### config.mk
export PLATFORM = sky130hd
export DESIGN_NAME = lock_sequencer
export DESIGN_NICKNAME = d
export VERILOG_FILES = /design/src/rtl/lock_sequencer.sv
export SDC_FILE = /design/constraint.sdc
export NUM_CORES = 1
export LEC_CHECK = 0
export CORE_MARGIN = 2
export CORE_UTILIZATION = 62
export DETAILED_ROUTE_END_ITERATION = 12
export PLACE_DENSITY_LB_ADDON = 0.05
export SETUP_SLACK_MARGIN = 0.02
export SLEW_MARGIN = 15
export SYNTH_ARGS = -nofsm -noshare
export SYNTH_HDL_FRONTEND = slang
export SYNTH_SLANG_ARGS = --single-unit
### constraint.sdc
create_clock -name lock_clk -period 4.3 [get_ports lock_clk]
set_clock_uncertainty 0.15 [all_clocks]
set_input_delay 1.29 -clock lock_clk [delete_from_list [all_inputs] [get_ports lock_clk]]
set_output_delay 1.29 -clock lock_clk [all_outputs]
set_load 0.05 [all_outputs]
### src/rtl/lock_sequencer.sv
// lock_sequencer: combination-lock sequencer (entry, check, hold, timeout, lockout).
// Ports: lock_clk, lock_rst_n (async, active low), digit, digit_valid, clear, prog
//   in; complete[7:0], unlocked, lockout, progress[2:0], fail_count[2:0] out.
// Define LOCK_PROGRAM_EN to allow reprogramming the code from UNLOCKED via prog.
module lock_sequencer #(
  parameter logic [15:0] CODE           = 16'h1234,
  parameter int unsigned ENTRY_TIMEOUT  = 2_000_000,
  parameter int unsigned UNLOCK_HOLD    = 5_000_000,
  parameter int unsigned MAX_FAILS      = 3,
  parameter int unsigned LOCKOUT_CYCLES = 10_000_000
) (
  input  logic       lock_clk,
  input  logic       lock_rst_n,
  input  logic [3:0] digit,
  input  logic       digit_valid,
  input  logic       clear,
  input  logic       prog,
  output logic [7:0] complete,
  output logic       unlocked,
  output logic       lockout,
  output logic [2:0] progress,
  output logic [2:0] fail_count
);

  localparam int unsigned M1 =
    (ENTRY_TIMEOUT > UNLOCK_HOLD) ? ENTRY_TIMEOUT : UNLOCK_HOLD;
  localparam int unsigned MAXC =
    (M1 > LOCKOUT_CYCLES) ? M1 : LOCKOUT_CYCLES;
  localparam int CW = $clog2(MAXC + 1);

  // One shared counter; only one timed state is active at a time.
  localparam logic [CW-1:0] TO_LAST = CW'(ENTRY_TIMEOUT - 1);
  localparam logic [CW-1:0] HO_LAST = CW'(UNLOCK_HOLD - 1);
  localparam logic [CW-1:0] LO_LAST = CW'(LOCKOUT_CYCLES - 1);
  localparam logic [2:0]    MF      = 3'(MAX_FAILS);

`ifdef LOCK_PROGRAM_EN
  typedef enum logic [2:0] {
    IDLE, ENTRY, CHECK, UNLOCKED, LOCKOUT, PROGRAM
  } state_t;
`else
  typedef enum logic [2:0] {
    IDLE, ENTRY, CHECK, UNLOCKED, LOCKOUT
  } state_t;
`endif

  state_t        state, state_n;
  logic [15:0]   entry, entry_n;
  logic [2:0]    idx, idx_n;
  logic [CW-1:0] cnt, cnt_n;
  logic [2:0]    fails, fails_n;
  logic [15:0]   code;
  logic          accept;
  logic [15:0]   shifted;

`ifdef LOCK_PROGRAM_EN
  logic [15:0] code_n;
`else
  logic prog_unused;
  assign prog_unused = prog;
  assign code = CODE;
`endif

  assign accept  = digit_valid && (digit <= 4'd9);
  // First digit ends up in [15:12] after four shifts.
  assign shifted = {entry[11:0], digit};

  always_ff @(posedge lock_clk or negedge lock_rst_n) begin
    if (!lock_rst_n) begin
      state <= IDLE;
      entry <= '0;
      idx   <= '0;
      cnt   <= '0;
      fails <= '0;
`ifdef LOCK_PROGRAM_EN
      code  <= CODE;
`endif
    end else begin
      state <= state_n;
      entry <= entry_n;
      idx   <= idx_n;
      cnt   <= cnt_n;
      fails <= fails_n;
`ifdef LOCK_PROGRAM_EN
      code  <= code_n;
`endif
    end
  end

  always_comb begin
    state_n = state;
    entry_n = entry;
    idx_n   = idx;
    cnt_n   = cnt;
    fails_n = fails;
`ifdef LOCK_PROGRAM_EN
    code_n  = code;
`endif
    unique case (state)
      IDLE: begin
        if (accept) begin
          entry_n = shifted;
          idx_n   = 3'd1;
          cnt_n   = '0;
          state_n = ENTRY;
        end
      end
      ENTRY: begin
        if (clear) begin
          idx_n   = '0;
          cnt_n   = '0;
          state_n = IDLE;
        end else if (accept) begin
          entry_n = shifted;
          idx_n   = idx + 3'd1;
          cnt_n   = '0;
          if (idx == 3'd3) state_n = CHECK;
        end else if (cnt == TO_LAST) begin
          idx_n   = '0;
          cnt_n   = '0;
          state_n = IDLE;
        end else begin
          cnt_n = cnt + CW'(1);
        end
      end
      CHECK: begin
        idx_n = '0;
        cnt_n = '0;
        if (entry == code) begin
          fails_n = '0;
          state_n = UNLOCKED;
        end else if ((fails + 3'd1) >= MF) begin
          fails_n = MF;
          state_n = LOCKOUT;
        end else begin
          fails_n = fails + 3'd1;
          state_n = IDLE;
        end
      end
      UNLOCKED: begin
        if (clear) begin
          cnt_n   = '0;
          state_n = IDLE;
`ifdef LOCK_PROGRAM_EN
        end else if (prog) begin
          idx_n   = '0;
          cnt_n   = '0;
          state_n = PROGRAM;
`endif
        end else if (cnt == HO_LAST) begin
          cnt_n   = '0;
          state_n = IDLE;
        end else begin
          cnt_n = cnt + CW'(1);
        end
      end
      LOCKOUT: begin
        if (cnt == LO_LAST) begin
          cnt_n   = '0;
          fails_n = '0;
          state_n = IDLE;
        end else begin
          cnt_n = cnt + CW'(1);
        end
      end
`ifdef LOCK_PROGRAM_EN
      PROGRAM: begin
        if (clear) begin
          idx_n   = '0;
          state_n = IDLE;
        end else if (accept) begin
          entry_n = shifted;
          idx_n   = idx + 3'd1;
          if (idx == 3'd3) begin
            code_n  = shifted;
            idx_n   = '0;
            state_n = IDLE;
          end
        end
      end
`endif
      default: state_n = IDLE;
    endcase
  end

  // Outputs are registered one edge behind the state/counters.
  always_ff @(posedge lock_clk or negedge lock_rst_n) begin
    if (!lock_rst_n) begin
      complete   <= 8'h00;
      unlocked   <= 1'b0;
      lockout    <= 1'b0;
      progress   <= '0;
      fail_count <= '0;
    end else begin
      complete   <= (state == UNLOCKED) ? 8'hFF : 8'h00;
      unlocked   <= (state == UNLOCKED);
      lockout    <= (state == LOCKOUT);
      progress   <= idx;
      fail_count <= fails;
    end
  end

endmodule
Word-level counts from Yosys, hierarchy flattened
Index checks and enable logic that the tools add are counted.
Widths: inputs -> output; s select.
{"block": "totals", "ff_bits": 65, "in_bits": 9}
{"block": "op_classes", "muxes": 29, "eq_ne": 15, "n_reduce_logical": 11, "order_cmp": 2, "addsub": 3}
{"cell": "$mux 24", "count": 7}
{"cell": "$pmux 24 s5", "count": 1}
{"cell": "$mux 3", "count": 14}
{"cell": "$mux 16", "count": 2}
{"cell": "$pmux 16 s2", "count": 1}
{"cell": "$add 24x1->24 const B", "count": 1}
{"cell": "$eq 24x21->1 const B", "count": 1}
{"cell": "$eq 24x23->1 const B", "count": 1}
{"cell": "$eq 24x24->1 const B", "count": 1}
{"cell": "$eq 16x13->1 const B", "count": 1}
{"cell": "$pmux 3 s5", "count": 1}
{"cell": "$eq 3x2->1 const B", "count": 3}
{"cell": "$pmux 3 s3", "count": 1}
{"cell": "$mux 8", "count": 1}
{"cell": "$ne 4x4->1 const B", "count": 2}
{"cell": "$add 3x1->3 const B", "count": 2}
{"cell": "$ne 2x2->1 const B", "count": 3}
{"cell": "$pmux 3 s2", "count": 1}
{"cell": "$reduce_and 2->1", "count": 3}
{"cell": "$reduce_and 5->1", "count": 1}
{"cell": "$reduce_bool 5->1", "count": 1}
{"cell": "$le 4x4->1 const B", "count": 1}
{"cell": "$reduce_bool 2->1", "count": 2}
{"cell": "$eq 3x1->1 const B", "count": 1}
{"cell": "7 further kinds", "count": 7}

Depth between registers and ports, before layout
{"block": "logic_depth", "ltp_word": 5, "ltp_mapped": 9, "depth_no_buf": 7}

Worst setup path after synthesis
No wires, ideal clock.
{"block": "synth_path", "path_type": "input to register", "from": "in clear", "to": "reg cnt[4]", "slack_ns": 1.132, "setup_ns": 0.101, "n_path_buf": 0, "arrival_time_ns": 2.917, "cell_stages": 5, "path_cell_list": "or4b_2 -> a21oi_1 -> a21boi_2 -> nor3_1 -> o32ai_1"}
{"block": "synth_between", "elab_chain_cells": 2, "elab_cells_between_ends": 3}
{"item": "start: declaration", "line": "16", "source": "input logic clear,"}
{"item": "$mux 24 (on tied branches)", "line": "141, 109"}
{"item": "$pmux 24 s5 *", "line": "99", "source": "unique case (state)"}
{"item": "end signal: assignment", "line": "82", "source": "cnt <= cnt_n;"}
{"item": "end: declaration", "line": "50", "source": "logic [CW-1:0] cnt, cnt_n;"}
Every way passes the cells marked *; elsewhere a longest branch is shown, timed or not.
A chain may end at the register's enable or synchronous reset.

Final worst setup path
{"block": "layout_path", "from": "in clear", "to": "reg cnt[5]"}
The elaborated chain is that of the path after synthesis.

==> flow_summary_export.csv <==
group,metric,value,unit
status,status,"finished clean",
detailed_routing,first_iter_violations,224,
cells_and_area,nNetsFinal,349,
detailed_routing,via_count,2601,
critical_path,path_buf_inv,2,
cells_and_area,area_growth,13.1,%
floorplan,die-width,74.8,µm
floorplan,die_y,74.8,µm
clocking,clkSlewWorstSetupHoldPaths,60,ps
global_route,grt_max_degree,34,
critical_path,setup.worst_path.start_class,"primary input",
placed_design,place_congestion,0.983,
yosys,synth_flop_cell,"dfrtp_1",
clocking,hold_buffers,0,
detailed_routing,drc,0,
yosys,synthArstFlopShare,100,%
clocking,cts_buffers,9,
global_route,antenna_found_initial,0,
worst_hold_path,hp-class,"reg -> reg",
clocking,ctsRootBufferMaster,"clkbuf_8",
cells_and_area,fillers,344,
yosys,ys_top_cells_by_area,"dfrtp_1 (46%), mux2_2 (6.2%), o21ai_0 (3.1%)",
sta,hold_viol,0,
detailed_routing,dr.pass1.iters,5,
clocking,insertion_delay,320,ps
yosys,synth_most_common_cell,"dfrtp_1",
floorplan,rows,25,
cells_and_area,final_util,73.5,%
yosys,syn_nets,327,
detailed_routing,viasPerCell,6.44,
yosys,ys_types,52,
clocking,cts.sinks,57,
critical_path,regToRegSetupSlack,1420,ps
sta,tightest_slew,1030,ps
clocking,postCtsSetupBuffers,0,
sta,tns,0,ps
sta,period_minus_slack,3560,ps
critical_path,critical_path.top_delay_family,"compound AO/OA/AOI/OAI gates",
sta,setup_slack,735,ps
detailed_routing,routed_wl,6.76,mm
sta,fin_crit_sh,82.9,%
critical_path,crit_required,4370,ps
floorplan,io_pins,25,
sta,fmax,281,MHz
global_route,grt_first_pass_wirelength,11.2,mm
power_and_ir_drop,leakage,1.45,nW
cells_and_area,drive_gt1_share,13.1,%
critical_path,slowest_stage,"or4b_2",
global_route,track_usage,26.4,%
critical_path,worstPathArrival,3630,ps
floorplan,floorplan.initialDensity,65.0,%
cells_and_area,n_antenna_cell,0,
clocking,htree_levels,3,
critical_path,crit_chain,"clkdlybuf4s50_1, or4b_2, a21oi_1, a21boi_2, nor4_4, buf_4, o31ai_1",
yosys,synth_area_per_cell,9.94,µm²
critical_path,crit_fanout,18,
detailed_routing,final_antenna_net_count,0,
yosys,syn_area,3110,µm²
floorplan,core_area,4790,µm²
yosys,ys_ff_latch,57,
clocking,cts.path.max_buffers,2,
floorplan,die-area,5600,µm²
sta,timing.slew.headroom,30.8,%
detailed_routing,wl_per_cell,16.7,µm
clocking,tritoncts,"done",
power_and_ir_drop,peakVddDrop,0.000342,V
yosys,yosysTopAreaCell,"dfrtp_1",
critical_path,crit_type,"in -> reg",
sta,rsz0062_at_grt,"no",
yosys,synthTopCellsByCount,"dfrtp_1 (57), nand2_1 (20), nor2_1 (20)",
critical_path,critical-path-max-stage-delay,720,ps
critical_path,worstSetupEndpointType,"flop",
yosys,yosysWarnings,0,
sta,finalSetupViolCount,0,
clocking,cts_resized,0,
yosys,synthCells,313,
placed_design,preCtsSetupSlack,472,ps
sta,maxSlewViolCount,0,
placed_design,hpwl,4.82,mm
placed_design,port_buffers,23,
power_and_ir_drop,powerDensity,498,nW/µm²
yosys,ys_seq_area_share,45.8,%
yosys,synth_edf_count,0,
global_route,grt_remaining_overflow,0,
run,cap_violations,0,
yosys,synth_top_area_share,45.8,%
global_route,grt_pass1_vias,2372,
## area by class of cell
| cell class | count | area, µm² | area share [%] |
|---|---|---|---|
| Inverter | 9 | 33.8 | 0.960 |
| Timing Repair Buffer | 31 | 285 | 8.11 |
| Multi-Input combinational cell | 227 | 1540 | 43.7 |
| Clock inverter | 1 | 5.00 | 0.142 |
| Sequential cell | 57 | 1430 | 40.5 |
| Clock buffer | 12 | 145 | 4.13 |
| Tap cell | 67 | 83.8 | 2.38 |
## placed cells by master, fill, tap and decap left out, drive strengths merged, types with 4 or more instances in the layout
cell type / synthesis / layout
ha: 5 / 5
and2: 8 / 8
mux2i: 4 / 4
nor2: 20 / 20
nand2: 20 / 20
o22ai: 4 / 4
o21ai: 20 / 20
buf: 10 / 9
nand4: 12 / 12
a311o: 4 / 4
inv: 9 / 9
nor3: 12 / 12
a21oi: 11 / 11
and4: 7 / 7
nand2b: 6 / 6
dfrtp: 57 / 57
mux2: 17 / 17
clkbuf: 10 / 12
o32ai: 5 / 5
and3: 4 / 4
o31ai: 7 / 7
nor4: 8 / 8
clkdlybuf4s50: 0 / 22
nand3: 11 / 11
## per-layer routing
metal / vias up / global-route usage, % / share of wire [%]
li1: 1229 / - / -
met1: 1267 / 37.7 / 46
met2: 96 / 40.1 / 46
met3: 9 / 5.22 / 6.2
met4: 0 / 10.1 / 1.7
met5: - / 0 / 0
## flip-flops by register name, indices dropped and copies added, names as in the netlist
signal / cells
idx: 3
complete: 1
lockout: 1
entry: 16
state: 3
fails: 3
fail_count: 3
cnt: 24
progress: 3
## report_power, final
group	internal [mW]	switching, mW
registers	0.659	0.108
clock network	0.214	0.187
logic	0.240	0.344
## stage by stage
step	power [mW]	instance area [µm²]	hold WS [ps]	std cells
after floorplan	1.18	3110	235	313
after global placement	1.34	3360	255	391
after detailed placement	1.36	3360	265	391
after CTS	1.76	3510	281	404
after global routing	1.86	3520	293	404
final	1.75	3520	278	404
## final timing paths
check | cells past startpoint | start | endpoint
max | 7 | clear | cnt[5]$_DFFE_PN0P_
min | 0 | fails[2]$_DFFE_PN0P_ | fail_count[2]$_DFF_PN0_
max reg2reg | 5 | cnt[7]$_DFFE_PN0P_ | cnt[3]$_DFFE_PN0P_
min reg2reg | 0 | fails[2]$_DFFE_PN0P_ | fail_count[2]$_DFF_PN0_
max in group asynchronous | 2 | lock_rst_n | cnt[14]$_DFFE_PN0P_
min in group asynchronous | 1 | lock_rst_n | fail_count[2]$_DFF_PN0_
## cells by family after synthesis
logic type,synth area share [%]
AND/OR/NAND/NOR,24.4
AO/OA/AOI/OAI,15.1
flip-flops,45.8
buffers and inverters,4.95
multiplexers,7.44
adder cells (fa/ha/maj),2.01
XOR/XNOR,0.282
No activity file was read; power rests on OpenSTA's default activity.
